===== src/rtl/teclado_atm.sv =====
`default_nettype none
// ============================================================================
// Module   : teclado_atm
// Brief    : ATM keypad front-end: synchronise, debounce, PIN digits, amounts.
// Revision : 1.0
// ============================================================================
module teclado_atm #(
   parameter int DEBOUNCE_CYCLES = 4,
   parameter int MAX_DIGITOS     = 9
) (
   input  logic        CLK,
   input  logic        Reset,
   input  logic [3:0]  Tecla,
   input  logic        Tecla_presionada,
   input  logic        Tarjeta_recibida,
   input  logic        Bloqueo,
   output logic [3:0]  Digito,
   output logic        Digito_STB,
   output logic        Tipo_trans,
   output logic [31:0] Monto,
   output logic        Monto_STB,
   output logic        Error_tecla
);

   localparam logic [7:0] c_deb = 8'(DEBOUNCE_CYCLES);
   localparam logic [3:0] c_max = 4'(MAX_DIGITOS);

   typedef enum logic [1:0] {
      ESPERA  = 2'd0,
      DIGITOS = 2'd1,
      MONTO   = 2'd2
   } estado_t;

   logic [3:0]  r_tecla_s1, r_tecla_s2;
   logic        r_pres_s1, r_pres_s2;
   logic        r_armado;
   logic [7:0]  r_db_cnt;
   logic [3:0]  r_db_code;
   logic [7:0]  w_run;
   logic        w_accept;

   estado_t     r_estado, w_estado_n;
   logic [31:0] r_acc, w_acc_n;
   logic [3:0]  r_cnt, w_cnt_n;
   logic [3:0]  r_digito, w_digito_n;
   logic        r_tipo, w_tipo_n;
   logic [31:0] r_monto, w_monto_n;
   logic        r_dstb, w_dstb_n;
   logic        r_mstb, w_mstb_n;
   logic        r_err, w_err_n;

   always_ff @(posedge CLK or posedge Reset) begin
      if (Reset) begin
         r_tecla_s1 <= '0;
         r_tecla_s2 <= '0;
         r_pres_s1  <= 1'b0;
         r_pres_s2  <= 1'b0;
      end else begin
         r_tecla_s1 <= Tecla;
         r_tecla_s2 <= r_tecla_s1;
         r_pres_s1  <= Tecla_presionada;
         r_pres_s2  <= r_pres_s1;
      end
   end

   // Length of the current run of pressed samples sharing one code, this sample included.
   always_comb begin
      w_run = 8'd0;
      if (r_pres_s2) begin
         if (r_db_cnt != 8'd0 && r_tecla_s2 == r_db_code)
            w_run = r_db_cnt + 8'd1;
         else
            w_run = 8'd1;
      end
      w_accept = r_armado && (w_run == c_deb);
   end

   always_ff @(posedge CLK or posedge Reset) begin
      if (Reset) begin
         r_armado  <= 1'b1;
         r_db_cnt  <= '0;
         r_db_code <= '0;
      end else if (r_armado) begin
         r_db_code <= r_tecla_s2;
         if (w_accept) begin
            r_armado <= 1'b0;
            r_db_cnt <= '0;
         end else begin
            r_db_cnt <= w_run;
         end
      end else if (r_pres_s2) begin
         r_db_cnt <= '0;
      end else if (r_db_cnt + 8'd1 == c_deb) begin
         r_armado <= 1'b1;
         r_db_cnt <= '0;
      end else begin
         r_db_cnt <= r_db_cnt + 8'd1;
      end
   end

   always_comb begin
      w_estado_n = r_estado;
      w_acc_n    = r_acc;
      w_cnt_n    = r_cnt;
      w_digito_n = r_digito;
      w_tipo_n   = r_tipo;
      w_monto_n  = r_monto;
      w_dstb_n   = 1'b0;
      w_mstb_n   = 1'b0;
      w_err_n    = 1'b0;
      if (!Tarjeta_recibida) begin
         w_estado_n = ESPERA;
         w_acc_n    = '0;
         w_cnt_n    = '0;
      end else if (r_estado == ESPERA) begin
         w_estado_n = DIGITOS;
      end else if (w_accept && !Bloqueo) begin
         if (r_estado == DIGITOS) begin
            if (r_tecla_s2 <= 4'd9) begin
               w_digito_n = r_tecla_s2;
               w_dstb_n   = 1'b1;
            end else if (r_tecla_s2 == 4'hA || r_tecla_s2 == 4'hB) begin
               w_tipo_n   = r_tecla_s2[0];
               w_acc_n    = '0;
               w_cnt_n    = '0;
               w_estado_n = MONTO;
            end else begin
               w_err_n = 1'b1;
            end
         end else if (r_tecla_s2 <= 4'd9) begin
            if (r_cnt < c_max) begin
               w_acc_n = r_acc * 32'd10 + {28'd0, r_tecla_s2};
               w_cnt_n = r_cnt + 4'd1;
            end else begin
               w_err_n = 1'b1;
            end
         end else begin
            case (r_tecla_s2)
               4'hC: begin
                  w_acc_n = '0;
                  w_cnt_n = '0;
               end
               4'hD: begin
                  w_acc_n    = '0;
                  w_cnt_n    = '0;
                  w_estado_n = DIGITOS;
               end
               4'hE: begin
                  if (r_cnt != 4'd0) begin
                     w_monto_n  = r_acc;
                     w_mstb_n   = 1'b1;
                     w_acc_n    = '0;
                     w_cnt_n    = '0;
                     w_estado_n = DIGITOS;
                  end else begin
                     w_err_n = 1'b1;
                  end
               end
               default: w_err_n = 1'b1;
            endcase
         end
      end
   end

   always_ff @(posedge CLK or posedge Reset) begin
      if (Reset) begin
         r_estado <= ESPERA;
         r_acc    <= '0;
         r_cnt    <= '0;
         r_digito <= '0;
         r_tipo   <= 1'b0;
         r_monto  <= '0;
         r_dstb   <= 1'b0;
         r_mstb   <= 1'b0;
         r_err    <= 1'b0;
      end else begin
         r_estado <= w_estado_n;
         r_acc    <= w_acc_n;
         r_cnt    <= w_cnt_n;
         r_digito <= w_digito_n;
         r_tipo   <= w_tipo_n;
         r_monto  <= w_monto_n;
         r_dstb   <= w_dstb_n;
         r_mstb   <= w_mstb_n;
         r_err    <= w_err_n;
      end
   end

   assign Digito      = r_digito;
   assign Digito_STB  = r_dstb;
   assign Tipo_trans  = r_tipo;
   assign Monto       = r_monto;
   assign Monto_STB   = r_mstb;
   assign Error_tecla = r_err;

endmodule
`default_nettype wire


===== config.mk =====
export PLATFORM = sky130hd
export DESIGN_NAME = teclado_atm
export DESIGN_NICKNAME = d
export VERILOG_FILES = /design/src/rtl/teclado_atm.sv
export SDC_FILE = /design/constraint.sdc
export NUM_CORES = 1
export LEC_CHECK = 0
export CORE_ASPECT_RATIO = 1.2
export CORE_MARGIN = 1
export CORE_UTILIZATION = 54
export CTS_BUF_LIST = sky130_fd_sc_hd__clkbuf_16
export CTS_CLUSTER_SIZE = 10
export DETAILED_ROUTE_END_ITERATION = 16
export PLACE_DENSITY_LB_ADDON = 0.2
export SLEW_MARGIN = 30
export SYNTH_ARGS = -nofsm -noshare
export SYNTH_HDL_FRONTEND = slang
export SYNTH_SLANG_ARGS = --single-unit

===== constraint.sdc =====
create_clock -name CLK -period 3.9 [get_ports CLK]
set_clock_uncertainty 0.2 [all_clocks]
set_input_delay 1.17 -clock CLK [delete_from_list [all_inputs] [get_ports CLK]]
set_output_delay 1.17 -clock CLK [all_outputs]
set_load 0.01 [all_outputs]

==> results_dict.tcl <==
set metrics [dict create \
    status "finished, final reports clean" \
    grt_pass1_wl_um 27900 \
    arrival_ns 3.80 \
    setup_violations 0 \
    crit_start "r_acc[3]" \
    place_area_um2 7780 \
    crit_path_end_kind "flip-flop" \
    holdBufCountCts 0 \
    report.power.total_mw 2.34 \
    clk-insertion-delay-late_ns 0.35 \
    relSlewSlack_pct 57.8 \
    clockRootBuffer "clkbuf_16" \
    yosys_warnings 0 \
    ff2ff_path_depth 12 \
    dp.cells 947 \
    switching_share_pct 28.1 \
    cts_tree "done" \
    cts.path.max_buffers 2 \
    synth.avg_cell_area_um2 9.49 \
    ys_ff_latch 101 \
    die_area_um2 13200 \
    finalMaxSlewViolations 0 \
    wl_per_cell_um 16.9 \
    coreArea_um2 12300 \
    endpoint "r_acc[28]" \
    utilization_pct 67.6 \
    power.internal_mw 1.68 \
    rsz0062_at_grt "true" \
    p_comb_share_pct 13.0 \
    die_x_um 105 \
    synthCells 727 \
    dp_hpwl_um 12400 \
    post-route-min-period_ns 3.77 \
    grt_pass1_vias 5830 \
    routed_wl_um 16400 \
    grt_usage_pct 26.1 \
    cts_buffers 9 \
    portBuffers 48 \
    grt-ovfl-total 0 \
    power_switching_uw 658 \
    hold_viol 0 \
    synthTopCellsByCount "dfrtp_1, nand2_1, ha_1" \
    crit_fanout 5 \
    synth_area_leaders "dfrtp_1, ha_1, mux2_2" \
    via_per_inst 5.97 \
    clock_power_share_pct 37.5 \
    final_cells 971 \
    clk_pin_slew_ns 0.07 \
    r2r-end "r_acc[28]" \
    hold_path_class "flip-flop to flip-flop" \
    synth.cell_area_um2 6900 \
    vdd_drop_max_mv 0.222 \
    drc_errors 0 \
    final_area_um2 8300 \
    pwr-share-seq_pct 49.5 \
    rows 44 \
    gp_congestion 0.889 \
    synth_nets 800 \
    drv_cap 0 \
    rrSetupSlack_ns 0.13 \
    layout-drive-gt1-share_pct 18.9 \
    synth_top_cell_by_area "dfrtp_1" \
    grt_max_degree 102 \
    crit_required_ns 3.93 \
    finalCritPeriodShare_pct 96.7 \
    cp-start-kind "flip-flop" \
    die_h_um 126 \
    p_per_area_nw_per_um2 282 \
    initial_core_util_pct 56.2 \
    ant_nets 0 \
    synth-edff-count 0 \
    htree_levels 3 \
    vias 5796 \
    yosys.area.top_type_share_pct 36.3 \
    ios 49 \
    async_reset_ff_share_pct 100 \
    final_nets 878 \
    crit_type "flip-flop to flip-flop" \
    synth.most_common_cell "dfrtp_1" \
    drt_first_pass_iters 5 \
    drt_iter0_drc 352 \
    clock_sinks 101 \
    fmax_mhz 265 \
    power_leakage_nw 3.72 \
    area_growth_pct 20.3 \
    tightest_slew_ns 0.629 \
    netlist-cell-type-count 85 \
    timing.rr.start "r_acc[3]" \
    antenna_cells 0 \
    synth_ff_type "dfrtp_1" \
    antenna_found_initial 0 \
    ys_seq_area_share_pct 36.6 \
]
-- worst max-delay path, stage by stage (launching register included) --
cell	delay [ns]
dfrtp_1	0.41
ha_4	0.25
ha_4	0.16
fa_2	0.39
a21oi_4	0.22
o2111ai_2	0.12
o211a_1	0.15
or4b_1	0.46
or4_4	0.56
nor2_4	0.09
nor4b_4	0.34
a211o_2	0.20
o211ai_1	0.09
-- layout make-up --
type                    instances  area, um2
fillers                      1000       3980
well taps                     161        201
inverters                      15       60.1
clock buffers                   9        225
flip-flops and latches        101       2530
clock inverters                 7       56.3
repair buffers                 99        876
multi-input cells             579       4350
-- registers in the layout, indices dropped and copies added (netlist names), 2 cells and up --
register	cells
Digito	4
Monto	32
r_acc	32
r_cnt	4
r_db_cnt	8
r_db_code	4
r_estado	2
r_tecla_s1	4
r_tecla_s2	4
-- cells in the final DEF, fill, tap and decap left out, types with 14 or more instances in the layout --
cell type,netlist,layout
dfrtp_1,100,99
xnor2_1,31,31
xor2_1,15,15
nand3_1,20,20
mux2_2,37,37
a21oi_1,33,32
nand2_1,90,90
o21ai_0,45,41
clkdlybuf4s50_1,0,48
buf_4,2,50
ha_1,62,52
o31ai_1,14,14
nor3_1,17,17
nor2_1,45,45
inv_1,15,14
nand4_1,19,19
-- cells by family after synthesis --
logic type | Yosys count | share of synthesized area [%]
flops | 101 | 36.6
fa+ha+maj | 64 | 11.8
simple gates | 265 | 20.1
mux | 38 | 6.18
buf+inv | 47 | 3.14
compound gates | 165 | 16.0
xor+xnor | 47 | 6.07
-- power groups by stage --
stage,registers [mW],clock network (mW),logic [mW]
4_1_cts,1.16,0.901,0.283
3_5_place_dp,1.18,0,0.282
2_1_floorplan,1.15,0,0.225
6_report,1.16,0.879,0.305
5_1_grt,1.17,0.939,0.344
3_3_place_gp,1.17,0,0.275
-- metrics by stage --
| step | hold WS, ns | TNS, ns | worst slack (ns) |
|---|---|---|---|
| after global placement | 0.135 | 0 | 0.0615 |
| after global routing | 0.160 | -0.0422 | -0.0379 |
| after CTS | 0.153 | 0 | 0.0350 |
| after floorplan | 0.131 | 0 | 0.0814 |
| final | 0.150 | 0 | 0.128 |
| after detailed placement | 0.136 | -0.116 | -0.0770 |
-- repair_timing --
action                     CTS  global route
gates resized for setup      4            29
setup endpoints to repair    4            17
gates cloned                 0             0
pin swaps                    1            16
buffers inserted             0             8
-- metal layers --
layer | routed length, um | GRT usage, % | vias to the layer above
li1 | - | - | 2825
met1 | 7210 | 33.2 | 2806
met2 | 8210 | 44.5 | 131
met3 | 506 | 3.88 | 34
met4 | 484 | 10.5 | 0
met5 | 0 | 0 | -
-- worst min path at each step --
stage / start / endpoint / slack, ns / depth (start not counted)
6_report: r_tecla_s1[2] / r_tecla_s2[2] / 0.15 / 0
4_1_cts: r_tecla_s1[2] / r_tecla_s2[2] / 0.15 / 0
5_1_grt: r_tecla_s1[2] / r_tecla_s2[2] / 0.16 / 0
2_1_floorplan: r_pres_s1 / r_pres_s2 / 0.13 / 0
3_5_place_dp: r_pres_s1 / r_pres_s2 / 0.14 / 0
3_3_place_gp: r_tecla_s1[0] / r_tecla_s2[0] / 0.14 / 0
Power figures use the tool's default switching activity.
